File: config.mk
export PLATFORM = sky130hd
export DESIGN_NAME = ysyx_201979054_burst_read_ctrl
export DESIGN_NICKNAME = d
export VERILOG_FILES = /design/src/rtl/ysyx_201979054_burst_read_ctrl.sv
export SDC_FILE = /design/constraint.sdc
export NUM_CORES = 1
export LEC_CHECK = 0
export ABC_AREA = 1
export BUFFER_PORTS_ARGS = -buffer_cell sky130_fd_sc_hd__buf_2
export CAP_MARGIN = 20
export CORE_MARGIN = 4
export CORE_UTILIZATION = 40
export DETAILED_ROUTE_END_ITERATION = 16
export SLEW_MARGIN = 0
export SYNTH_ARGS = -nofsm -noshare
export SYNTH_HDL_FRONTEND = slang
export SYNTH_SLANG_ARGS = --single-unit
File: constraint.sdc
create_clock -name clk -period 2.6 [get_ports clk]
set_input_delay 0.39 -clock clk [delete_from_list [all_inputs] [get_ports clk]]
set_output_delay 0.39 -clock clk [all_outputs]
set_load 0.01 [all_outputs]
File: src/rtl/ysyx_201979054_burst_read_ctrl.sv
// AXI4-Lite burst reader: issues BURST_LEN single-beat reads, one outstanding at a time,
// stepping the address by INCR_VAL and streaming each returned beat with its index.
module ysyx_201979054_burst_read_ctrl #(
    parameter int unsigned AXI_ADDR_WIDTH = 64,
    parameter int unsigned AXI_DATA_WIDTH = 32,
    parameter int unsigned BURST_LEN      = 16,
    parameter int unsigned INCR_VAL       = 4
) (
    input  logic                      clk,
    input  logic                      arstn,
    input  logic                      start,
    input  logic [AXI_ADDR_WIDTH-1:0] i_base_addr,
    output logic                      o_busy,
    output logic                      o_done,
    output logic                      o_error,
    output logic [AXI_DATA_WIDTH-1:0] o_data,
    output logic                      o_data_valid,
    output logic [7:0]                o_beat_idx,
    output logic [AXI_ADDR_WIDTH-1:0] o_araddr,
    output logic                      o_arvalid,
    input  logic                      i_arready,
    input  logic [AXI_DATA_WIDTH-1:0] i_rdata,
    input  logic [1:0]                i_rresp,
    input  logic                      i_rvalid,
    output logic                      o_rready
);

    typedef enum logic [1:0] {
        IDLE,
        ADDR,
        DATA,
        DONE
    } state_t;

    localparam logic [7:0]                LAST_IDX  = 8'(BURST_LEN - 1);
    localparam logic [AXI_ADDR_WIDTH-1:0] ADDR_STEP = AXI_ADDR_WIDTH'(INCR_VAL);

    state_t                    state_q;
    state_t                    state_d;
    logic [AXI_ADDR_WIDTH-1:0] addr_q;
    logic [7:0]                cnt_q;
    logic                      beat_fire;
    logic                      resp_err;

    assign beat_fire = (state_q == DATA) && i_rvalid;
    assign resp_err  = (i_rresp != 2'b00);
    assign o_araddr  = addr_q;

    always_ff @(posedge clk or negedge arstn) begin
        if (!arstn) begin
            state_q <= IDLE;
        end else begin
            state_q <= state_d;
        end
    end

    always_comb begin
        state_d   = state_q;
        o_arvalid = 1'b0;
        o_rready  = 1'b0;
        o_busy    = 1'b1;
        o_done    = 1'b0;
        case (state_q)
            IDLE: begin
                o_busy = 1'b0;
                if (start) begin
                    state_d = ADDR;
                end
            end
            ADDR: begin
                o_arvalid = 1'b1;
                if (i_arready) begin
                    state_d = DATA;
                end
            end
            DATA: begin
                o_rready = 1'b1;
                if (i_rvalid) begin
                    // An error response aborts the remaining beats.
                    if (resp_err || (cnt_q == LAST_IDX)) begin
                        state_d = DONE;
                    end else begin
                        state_d = ADDR;
                    end
                end
            end
            DONE: begin
                o_done  = 1'b1;
                state_d = IDLE;
            end
            default: state_d = IDLE;
        endcase
    end

    always_ff @(posedge clk or negedge arstn) begin
        if (!arstn) begin
            addr_q       <= '0;
            cnt_q        <= '0;
            o_data       <= '0;
            o_beat_idx   <= '0;
            o_data_valid <= 1'b0;
            o_error      <= 1'b0;
        end else begin
            o_data_valid <= 1'b0;
            if ((state_q == IDLE) && start) begin
                addr_q  <= i_base_addr;
                cnt_q   <= '0;
                o_error <= 1'b0;
            end
            if (beat_fire) begin
                o_data       <= i_rdata;
                o_beat_idx   <= cnt_q;
                o_data_valid <= 1'b1;
                if (resp_err) begin
                    o_error <= 1'b1;
                end else if (cnt_q != LAST_IDX) begin
                    addr_q <= addr_q + ADDR_STEP;
                    cnt_q  <= cnt_q + 8'd1;
                end
            end
        end
    end

endmodule

# Word-level counts from Yosys, hierarchy flattened
# Cells that the tools add are included.
# classes
add_sub_neg	2
n_eq_ne	8
n_mux	21
reduce_logical	6
# ops
operator	count
64-bit 2-to-1 mux	4
64-bit by 3-bit adder with 64-bit output, second input constant	1
8-bit 2-to-1 mux	4
8-bit by 1-bit adder with 8-bit output, second input constant	1
8-bit by 4-bit equality test with 1-bit output, second input constant	1
1-bit 2-to-1 mux	8
2-bit 2-to-1 mux	4
8-bit by 4-bit != test with 1-bit output, second input constant	1
2-bit case mux with 4 select lines	1
2-bit != test, second input constant	3
2-bit equality test, second input constant	2
3-bit AND reduction	1
2-bit by 1-bit equality test with 1-bit output, second input constant	1
1-bit logical AND	2
2-bit zero test	1
2-bit nonzero test	1
1-bit logical OR	1
# word_totals
register_bits	116
inputBits	103
output_inout_bits	110
elab_cells	44

# Logic depth before layout (Yosys ltp)
# Gate-level depths: netlist (run 1).
# logic_depth
ltp_word	6
mapped_depth	11

# Least setup slack after synthesis (run 1)
# No wires, ideal clock.
# synth_path
kind	reg-to-reg
from	register addr_q[3], in the netlist o_araddr[3]
to	register addr_q[34], in the netlist o_araddr[34]
setup_time_ns	0.123
t_arrival_ns	1.492
required_time_ns	2.477
slack_ns	0.985
path_stages_with_launch	10
n_path_buf	0
period_less_slack_ns	1.615
cell_sequence	dfrtp_1 -> ha_1 -> inv_1 -> nor2_2 -> nand2_2 -> nor2_4 -> nand2_1 -> xor2_1 -> nand2_1 -> o21ai_1
# synth_via
elab_chain_cells	4
# synth_lines
item	line_no	text
start: declaration	40	logic [AXI_ADDR_WIDTH-1:0] addr_q;
start signal: assignment	106	addr_q <= i_base_addr;
start signal: assignment	117	addr_q <= addr_q + ADDR_STEP;
64-bit by 3-bit adder with 64-bit output	117	
64-bit 2-to-1 mux	116	end else if (cnt_q != LAST_IDX) begin
64-bit 2-to-1 mux	114	if (resp_err) begin
64-bit 2-to-1 mux	110	if (beat_fire) begin
# Every way passes these cells.
# A chain may end at the register's enable or synchronous reset.

# Final worst setup path (run 1)
# layout_path
from	register addr_q[20], in the netlist o_araddr[20]
to	register addr_q[62], in the netlist o_araddr[62]
# Same word-level chain as after synthesis.

==> results.sh, run 1 <==
export IMPL_final_nets=1375
export IMPL_slowest_stage="dfrtp_1"
export IMPL_yosysSeqAreaShare=0.411
export IMPL_status="finished clean"
export IMPL_wl_per_cell_um=16.3
export IMPL_worstPathRequired_ns=2.91
export IMPL_dieArea_um2=19900
export IMPL_dr_pass1_iters=8
export IMPL_p_leak_nw=4.49
export IMPL_ctsResizeCount=0
export IMPL_clkTransAtPathRegs_ns=0.06
export IMPL_hold_viol_final=0
export IMPL_clock_latency_ns=0.42
export IMPL_worstPathMaxFanout=5
export IMPL_final_common_cell="nand2_1"
export IMPL_final_min_clock_period_ns=2.01
export IMPL_cts_tree="yes"
export IMPL_final_cell_mix="470 x nand2_1, 211 x buf_2, 130 x nor2_1"
export IMPL_row_count=48
export IMPL_slew_limit_headroom=0.614
export IMPL_synth_simple_area_share=0.385
export IMPL_grt_pass1_vias=6934
export IMPL_drc_errors=0
export IMPL_use_met2=0.365
export IMPL_synth_adder_area_share=0.00354
export IMPL_powerDensity_nw_per_um2=1120
export IMPL_path_common_cell="nand2_1"
export IMPL_critical_path_class="flop to flop"
export IMPL_yosys_area_top_type="dfrtp_1"
export IMPL_die_h_um=141
export IMPL_fin_setup_tns_ns=0
export IMPL_synth_xor_area_frac=0.0347
export IMPL_startpoint_type="flop"
export IMPL_grtUsageTotal=0.246
export IMPL_cp_cell_sequence="nand2_1, nor2_1, nand2_1, nor2_1, nand2_1, o21ai_0, nand2_1, nand2_1, nand2_1"
export IMPL_cts_buffers=17
export IMPL_wl_mm=24.5
export IMPL_crit_start="o_araddr[20]$_DFF_PN0_"
export IMPL_setup_worst_path_end_class="flop"
export IMPL_grtUsageMet3=0.0448
export IMPL_grt_pass1_wl_mm=38.3
export IMPL_cp_data_arrival_time_ns=2.33
export IMPL_drt_iter0_markers=581
export IMPL_yosys_top_cells_area="dfrtp_1 41%, nand2_1 25%, nor2_1 7.0%, o21ai_0 4.8%, inv_1 3.6%"
export IMPL_drive_above_1_share=0.224
export IMPL_cts_htree_levels=4
export IMPL_tightest_slew_ns=0.579
export IMPL_r2r_slack_ns=0.59
export IMPL_ys_ff_latch=116
export IMPL_clk_path_buf_depth=2
export IMPL_p_total_mw=10.1
export IMPL_ys_types=30
export IMPL_synthMuxAreaShare=0.00567
export IMPL_fmax_mhz=497
export IMPL_crit_buf_inv=0
export IMPL_syn_area_um2=7070
export IMPL_postRouteAntennaNets=0
export IMPL_cts_sinks=116
export IMPL_finalCritPeriodShare=0.773
export IMPL_synth_top_family_by_area="simple AND/OR/NAND/NOR gates"
export IMPL_clock_skew_ns=0.0120
export IMPL_rsz0062_at_grt="false"
export IMPL_io_pins=213
export IMPL_ir_drop_uv=604
export IMPL_grt_util_met1=0.360
export IMPL_setup_violations_final=0
export IMPL_worstHoldStart="i_rdata[1]"
export IMPL_vias_per_cell=5.02
export IMPL_syn_avg_cell_area_um2=6.66
export IMPL_cts_root_buf="clkbuf_16"
export IMPL_grt_busiest_layer="met2"
export IMPL_yosysTopAreaCellShare=0.411
export IMPL_num_vias=7571
export IMPL_gp_congestion=0.982
export IMPL_slew_viol_final=0
export IMPL_syn_to_final_growth_pct=27.6
export IMPL_slowest_delay_ns=0.48
export IMPL_syn_nets=1166
export IMPL_n_antenna_cell=0
export IMPL_synthCells=1061
export IMPL_dp_hpwl_mm=18.7
export IMPL_grt_overflow=0
export IMPL_antenna_found_initial=0
export IMPL_port_buffers=212
export IMPL_postCtsHoldBufs=1
export IMPL_synth_compound_area_frac=0.0984
export IMPL_yosysWarnings=0
export IMPL_critPathTopFamily="simple AND/OR/NAND/NOR gates"
export IMPL_grt_max_degree=64
export IMPL_postCtsSetupBuffers=0
export IMPL_coreArea_um2=17300
export IMPL_hold_class="input port to flop"
export IMPL_max_cap_violations=0
export IMPL_die_x_um=141
export IMPL_reg2reg_from="o_araddr[20]$_DFF_PN0_"
export IMPL_start_util=0.409
==> cells in the mapped netlist <==
cell type	instances
buf_1	2
o21ai_1	23
o211ai_1	17
buf_2	21
mux2i_1	4
inv_2	3
or2_2	10
o21ai_0	68
nand3_1	35
nand2_1	470
nand2_2	4
clkbuf_1	9
a21o_1	1
inv_1	68
a22oi_1	4
xor2_1	22
ha_1	2
nor3_1	4
nor2_2	7
nor2_4	4
a31oi_1	3
o31ai_1	1
nand4_1	12
nor2_1	131
xnor2_1	6
nand3_2	2
buf_4	3
o311ai_0	1
a21oi_1	8
dfrtp_1	116
==> logic make-up after synthesis <==
group                    Yosys count
XOR/XNOR                          28
multiplexers                       4
adder cells (fa/ha/maj)            2
AO/OA/AOI/OAI                    126
flip-flops                       116
AND/OR/NAND/NOR                  679
buffers and inverters            106
==> worst paths after layout <==
check / end / cells after the start
worst min register to register: o_data[2]$_DFFE_PN0P_ / 2
max in group asynchronous: o_araddr[42]$_DFF_PN0_ / 3
worst max-delay path: o_araddr[62]$_DFF_PN0_ / 9
worst max register to register: o_araddr[62]$_DFF_PN0_ / 9
min in group asynchronous: o_data[11]$_DFFE_PN0P_ / 2
worst min-delay path: o_data[1]$_DFFE_PN0P_ / 3
==> state kept, by name (all words and copies together), names as in the netlist <==
signal	cells
o_error	1
o_beat_idx	8
cnt_q	8
o_data_valid	1
o_araddr	64
o_data	32
state_q	2
==> layer usage <==
metal | vias to the layer above | wire [um]
met4 | 0 | 660
met3 | 44 | 1780
met5 | - | 0
li1 | 3777 | -
met2 | 313 | 10500
met1 | 3437 | 11600
==> per-stage QoR <==
stage                     instances  hold slack [ns]  worst slack [ns]  instance area [um^2]  utilization
final                          1508            0.164             0.590                  9020        0.521
after global routing           1508            0.160             0.459                  9020        0.521
after CTS                      1508            0.147             0.645                  9020        0.521
after detailed placement       1475            0.420             0.668                  8400        0.486
after global placement         1475            0.427             0.678                  8400        0.486
after floorplan                1061           0.0944             0.985                  7070            -
==> worst reg2reg max path, stage by stage (launching register included) <==
cell and delay, ns:
dfrtp_1 0.48, nand2_1 0.11, nor2_1 0.34, nand2_1 0.17, nor2_1 0.20, nand2_1 0.22
o21ai_0 0.21, nand2_1 0.07, nand2_1 0.06, nand2_1 0.05
==> power by group <==
| part | internal [mW] | switching (mW) | leakage [nW] | total (mW) |
|---|---|---|---|---|
| sequential | 2.57 | 0.930 | 1.43 | 3.50 |
| clock | 1.46 | 1.01 | 0.295 | 2.46 |
| combinational | 1.61 | 2.52 | 2.77 | 4.13 |
| total | 5.64 | 4.45 | 4.49 | 10.1 |
==> cell type report <==
| class | count | area, um^2 |
|---|---|---|
| Fill cell | 1753 | 8280 |
| Multi-Input combinational cell | 839 | 3730 |
| Sequential cell | 116 | 2900 |
| Timing Repair Buffer | 225 | 1230 |
| Clock buffer | 17 | 425 |
| Tap cell | 225 | 282 |
| Inverter | 71 | 267 |
| Clock inverter | 15 | 186 |
Note: power is estimated with default switching activity, not from simulation.
==> run 2: changes to the inputs <==
ABC_AREA = 0   (was 1)
PLACE_DENSITY = 0.69   (was not set)
clock period = 1.7 ns   (was 2.6 ns; I/O delays follow)
==> results.sh, run 2 <==
export IMPL_status="finished, violations left"
export IMPL_failed_checks="negative setup slack"
export IMPL_hold_depth=3
export IMPL_syn_area_um2=5970
export IMPL_drc_errors=0
export IMPL_power_switching_mw=6.82
export IMPL_rsz0062_at_grt="true"
export IMPL_pre_cts_ws_ns=-0.438
export IMPL_hold_slack_ns=0.0207
export IMPL_cts_root_buf="clkbuf_16"
export IMPL_syn_to_final_growth_pct=76.3
export IMPL_fillers=1040
export IMPL_reg2reg_to="o_araddr[40]$_DFF_PN0_"
export IMPL_grt_pass1_vias=6956
export IMPL_yosysTopAreaCellShare=0.487
export IMPL_slowest_delay_ns=0.42
export IMPL_worstPathRequired_ns=1.99
export IMPL_clock_latency_ns=0.42
export IMPL_grt_max_degree=43
export IMPL_setup_ws_ns=-0.463
export IMPL_num_vias=7638
export IMPL_die_h_um=130
export IMPL_cts_buffers=17
export IMPL_setup_worst_path_end_class="flop"
export IMPL_finalCritPeriodShare=1.27
export IMPL_r2r_slack_ns=-0.46
export IMPL_worstHoldStart="i_rdata[19]"
export IMPL_yosysWarnings=0
export IMPL_clock_skew_ns=0.00601
export IMPL_drive_above_1_share=0.542
export IMPL_die_x_um=130
export IMPL_grt_overflow=0
export IMPL_slew_limit_headroom=0.716
export IMPL_p_leak_nw=5.09
export IMPL_clkTransAtPathRegs_ns=0.06
export IMPL_wl_per_cell_um=19.3
export IMPL_gp_congestion=0.903
export IMPL_slew_viol_final=0
export IMPL_setup_violations_final=67
export IMPL_start_util=0.409
export IMPL_row_count=44
export IMPL_tightest_slew_ns=0.426
export IMPL_io_pins=213
export IMPL_worstPathMaxFanout=4
export IMPL_syn_avg_cell_area_um2=8.45
export IMPL_max_cap_violations=0
export IMPL_synth_edf_count=0
export IMPL_dp_hpwl_mm=16.0
export IMPL_hold_end="o_data[19]$_DFFE_PN0P_"
export IMPL_rr_worst_depth=8
export IMPL_largest_reg_flops=64
export IMPL_slowest_stage="nor4_4"
export IMPL_seqCellArea_um2=2910
export IMPL_final_common_cell="buf_2"
export IMPL_cts_tree="yes"
export IMPL_synth_most_common_cell="nand2_1"
export IMPL_grt_pass1_wl_mm=35.8
export IMPL_swShare=0.408
export IMPL_clockPowerShare=0.205
export IMPL_hold_class="input port to flop"
export IMPL_reg2reg_from="o_araddr[10]$_DFF_PN0_"
export IMPL_ys_ff_latch=116
export IMPL_crit_buf_inv=2
export IMPL_fmax_mhz=462
export IMPL_synthTopCellsByCount="181 x nand2_1, 116 x dfrtp_1, 59 x nor2_1"
export IMPL_p_total_mw=16.7
export IMPL_syn_nets=811
export IMPL_postRouteAntennaNets=0
export IMPL_dieArea_um2=16900
export IMPL_vias_per_cell=5.77
export IMPL_final_cell_mix="211 x buf_2, 167 x nand2_1, 167 x buf_4"
export IMPL_p_int_mw=9.90
export IMPL_yosys_top_cells_area="dfrtp_1 49%, nand2_1 11%, nor2_1 3.7%, nand3_1 3.2%, o21ai_0 3.1%"
export IMPL_coreArea_um2=14600
export IMPL_final_min_clock_period_ns=2.16
export IMPL_yosysSeqAreaShare=0.487
export IMPL_multi_input_area_um2=3590
export IMPL_final_nets=1230
export IMPL_dr_pass1_iters=8
export IMPL_critical_path_class="flop to flop"
export IMPL_critPathTopFamily="simple AND/OR/NAND/NOR gates"
export IMPL_ir_drop_uv=930
export IMPL_grtUsageTotal=0.270
export IMPL_power_frac_seq=0.282
export IMPL_fin_util=0.721
export IMPL_cts_htree_levels=4
export IMPL_p_comb_frac=0.513
export IMPL_cp_cell_sequence="and4_4, nand4_1, buf_6, nor4_4, buf_4, a31oi_1, o21ai_0, nand3_2"
export IMPL_yosys_area_top_type="dfrtp_1"
export IMPL_port_buffers=212
export IMPL_synthFlopType="dfrtp_1"
export IMPL_cts_sinks=116
export IMPL_startpoint_type="flop"
export IMPL_drt_iter0_markers=599
export IMPL_cp_data_arrival_time_ns=2.45
export IMPL_wl_mm=25.6
export IMPL_hold_viol_final=0
export IMPL_ys_types=60
export IMPL_powerDensity_nw_per_um2=1590
export IMPL_synthCells=706
export IMPL_async_reset_ff_frac=1.00
export IMPL_clk_path_buf_depth=2
export IMPL_antenna_found_initial=0
run 2: per-layer routing:
metal  track usage  vias to the layer above  wire, um
met5             0                        -         0
met4         0.113                        0      1030
met3        0.0659                       89      2300
met2         0.432                      438     12500
met1         0.351                     3720      9710
li1              -                     3391         -
run 2: final cells by class:
type / count / area share
Antenna cell: 1 / 0.000238
Clock buffer: 20 / 0.0434
Clock inverter: 12 / 0.0101
Inverter: 11 / 0.00393
Multi-Input combinational cell: 537 / 0.341
Sequential cell: 116 / 0.277
Tap cell: 184 / 0.0219
Timing Repair Buffer: 442 / 0.302
run 2: logic make-up (layout without fill, tap and decap cells):
kind of cell / count (synthesis) / in the layout / synth area share
AO/OA/AOI/OAI: 152 / 152 / 0.166
XOR/XNOR: 5 / 5 / 0.00734
adder cells (fa/ha/maj): 2 / 2 / 0.00419
buffers and inverters: 54 / 485 / 0.0371
flip-flops: 116 / 116 / 0.487
other: 0 / 1 / 0
AND/OR/NAND/NOR: 377 / 378 / 0.298
run 2: through the flow:
| stage | std cells | instance area [um^2] | TNS (ns) |
|---|---|---|---|
| 2_1_floorplan | 706 | 6290 | -15.17 |
| 3_3_place_gp | 1218 | 8570 | -14.32 |
| 3_5_place_dp | 1218 | 8570 | -15.98 |
| 4_1_cts | 1278 | 9690 | -12.33 |
| 5_1_grt | 1322 | 10500 | -20.72 |
| 6_report | 1323 | 10500 | -16.72 |
run 2: worst max path at each step:
stage / from / end / cells past startpoint
finish: o_araddr[10]$_DFF_PN0_ / o_araddr[40]$_DFF_PN0_ / 8
global route: o_araddr[8]$_DFF_PN0_ / o_araddr[40]$_DFF_PN0_ / 8
CTS: cnt_q[1]$_DFF_PN0_ / o_araddr[58]$_DFF_PN0_ / 6
detailed placement: cnt_q[1]$_DFF_PN0_ / o_araddr[17]$_DFF_PN0_ / 7
global placement: cnt_q[1]$_DFF_PN0_ / o_araddr[17]$_DFF_PN0_ / 7
floorplan: cnt_q[1]$_DFF_PN0_ / o_araddr[58]$_DFF_PN0_ / 8
run 2: what timing repair did:
action / in CTS / in global routing
cloned: 5 / 2
gates resized for setup: 88 / 112
setup endpoints to repair: 66 / 70
pin swaps: 39 / 64
setup buffers: 24 / 46
hold buffers: 1 / 0
hold endpoints to repair: 20 / 0
run 2: worst min-delay path, stage by stage:
cell     delay, ns
buf_2         0.07
nand2_1       0.04
nand2_1       0.04
run 2: power groups by stage:
stage,clock network (mW),registers (mW),logic [mW]
after floorplan,0,5.50,2.60
after global placement,0,4.62,7.05
after detailed placement,0,4.66,7.17
after CTS,3.44,4.66,7.62
after global routing,3.58,4.83,9.19
final,3.42,4.72,8.58
==> run 3: changes to the inputs <==
REMOVE_ABC_BUFFERS = 1   (was not set)
==> results.sh, run 3 (synthesis results as in run 2) <==
export IMPL_ir_drop_uv=1040
export IMPL_worstPathRequired_ns=2.01
export IMPL_largest_reg_flops=64
export IMPL_swShare=0.415
export IMPL_status="finished, violations left"
export IMPL_cts_buffers=17
export IMPL_dr_pass1_iters=5
export IMPL_r2r_slack_ns=-0.40
export IMPL_multi_input_area_um2=3760
export IMPL_cts_tree="yes"
export IMPL_seqCellArea_um2=2900
export IMPL_cp_data_arrival_time_ns=2.40
export IMPL_clock_latency_ns=0.43
export IMPL_antenna_found_initial=0
export IMPL_gp_congestion=0.874
export IMPL_grt_max_degree=70
export IMPL_start_util=0.409
export IMPL_clk_path_buf_depth=2
export IMPL_setup_worst_path_end_class="flop"
export IMPL_critical_path_class="flop to flop"
export IMPL_max_cap_violations=0
export IMPL_die_x_um=130
export IMPL_drc_errors=0
export IMPL_die_h_um=130
export IMPL_row_count=44
export IMPL_final_nets=1229
export IMPL_syn_to_final_growth_pct=78.8
export IMPL_cts_sinks=116
export IMPL_clock_skew_ns=0.0109
export IMPL_postRouteAntennaNets=0
export IMPL_final_cell_mix="211 x buf_2, 174 x buf_4, 164 x nand2_1"
export IMPL_worstPathMaxFanout=6
export IMPL_power_frac_seq=0.274
export IMPL_slew_viol_final=0
export IMPL_n_antenna_cell=0
export IMPL_hold_viol_final=0
export IMPL_finalCritPeriodShare=1.23
export IMPL_wl_mm=25.6
export IMPL_grtUsageTotal=0.277
export IMPL_p_int_mw=10.0
export IMPL_final_common_cell="buf_2"
export IMPL_vias_per_cell=5.71
export IMPL_clockPowerShare=0.205
export IMPL_io_pins=213
export IMPL_grt_overflow=0
export IMPL_fin_util=0.731
export IMPL_power_switching_mw=7.11
export IMPL_pre_cts_ws_ns=-0.461
export IMPL_fillers=1008
export IMPL_slew_limit_headroom=0.735
export IMPL_num_vias=7543
export IMPL_setup_violations_final=66
export IMPL_grt_pass1_wl_mm=36.3
export IMPL_drt_iter0_markers=502
export IMPL_hold_slack_ns=0.0143
export IMPL_port_buffers=212
export IMPL_final_min_clock_period_ns=2.10
export IMPL_p_comb_frac=0.522
export IMPL_p_leak_nw=5.19
export IMPL_dieArea_um2=16900
export IMPL_dp_hpwl_mm=15.6
export IMPL_failed_checks="negative setup slack"
export IMPL_setup_ws_ns=-0.398
export IMPL_rsz0062_at_grt="true"
export IMPL_clkTransAtPathRegs_ns=0.06
export IMPL_cts_root_buf="clkbuf_16"
export IMPL_cts_htree_levels=4
export IMPL_p_total_mw=17.1
export IMPL_grt_pass1_vias=7120
export IMPL_hold_class="input port to flop"
export IMPL_startpoint_type="flop"
export IMPL_wl_per_cell_um=19.4
export IMPL_tightest_slew_ns=0.395
export IMPL_fmax_mhz=477
export IMPL_powerDensity_nw_per_um2=1610
export IMPL_drive_above_1_share=0.564
export IMPL_coreArea_um2=14600
-- run 3: cell types whose count changed in the layout (fill, tap and decap cells not counted), sizes merged --
| cell | before | now |
|---|---|---|
| clkbuf | 22 | 17 |
| inv | 11 | 16 |
| clkinvlp | 4 | 0 |
| clkinv | 7 | 9 |
| buf | 439 | 440 |
| diode | 1 | 0 |
-- run 3: critical path, stage by stage (launching register included) --
cell and delay, ns:
dfrtp_1 0.39, ha_2 0.18, and3_4 0.15, buf_6 0.12
a211oi_4 0.24, buf_6 0.15, buf_16 0.12, buf_8 0.13
nand2_4 0.06, o32ai_2 0.34, nor2_1 0.10
-- run 3: final cells by class --
cell class,instances,area share
multi-input combinational,537,0.352
timing repair buffer,441,0.297
sequential,116,0.272
clock buffer,17,0.0399
tap,184,0.0216
clock inverter,15,0.0136
inverter,11,0.00387
-- run 3: worst paths after layout --
path                                      startpoint                         to  cells past startpoint
setup / recovery                  cnt_q[0]$_DFF_PN0_     o_araddr[43]$_DFF_PN0_                     10
hold / removal                            i_rdata[2]      o_data[2]$_DFFE_PN0P_                      3
setup reg to reg                  cnt_q[0]$_DFF_PN0_     o_araddr[43]$_DFF_PN0_                     10
hold reg to reg            o_beat_idx[2]$_DFFE_PN0P_  o_beat_idx[2]$_DFFE_PN0P_                      2
max in group asynchronous                      arstn    o_araddr[1]$_DFFE_PN0P_                      3
min in group asynchronous                      arstn     o_data[21]$_DFFE_PN0P_                      2
-- run 3: power groups by stage --
stage,clock [mW],combinational (mW),sequential (mW)
4_1_cts,3.49,8.06,4.60
3_3_place_gp,0,7.07,4.57
2_1_floorplan,0,2.26,5.50
5_1_grt,3.66,9.60,4.79
6_report,3.50,8.94,4.68
3_5_place_dp,0,7.18,4.61
-- run 3: through the flow --
stage | std cells | TNS, ns | instance area, um^2
floorplan | 663 | -242.05 | 5790
global placement | 1230 | -17.22 | 8450
detailed placement | 1230 | -21.37 | 8450
CTS | 1299 | -13.64 | 10100
global route | 1321 | -19.28 | 10700
finish | 1321 | -14.26 | 10700
-- run 3: timing repair --
item	4_1_cts	5_1_grt
pin swaps	85	65
buffers inserted	31	29
endpoints found under the hold margin	116	0
cloned	6	0
setup endpoints to repair	97	109
resized for setup	188	108
hold buffers	1	0
-- run 3: layer usage --
layer	GRT usage	vias up	routed length, um
met5	0	-	0
met4	0.119	0	966
met3	0.0667	86	2520
met2	0.467	459	12500
met1	0.339	3609	9650
li1	-	3389	-
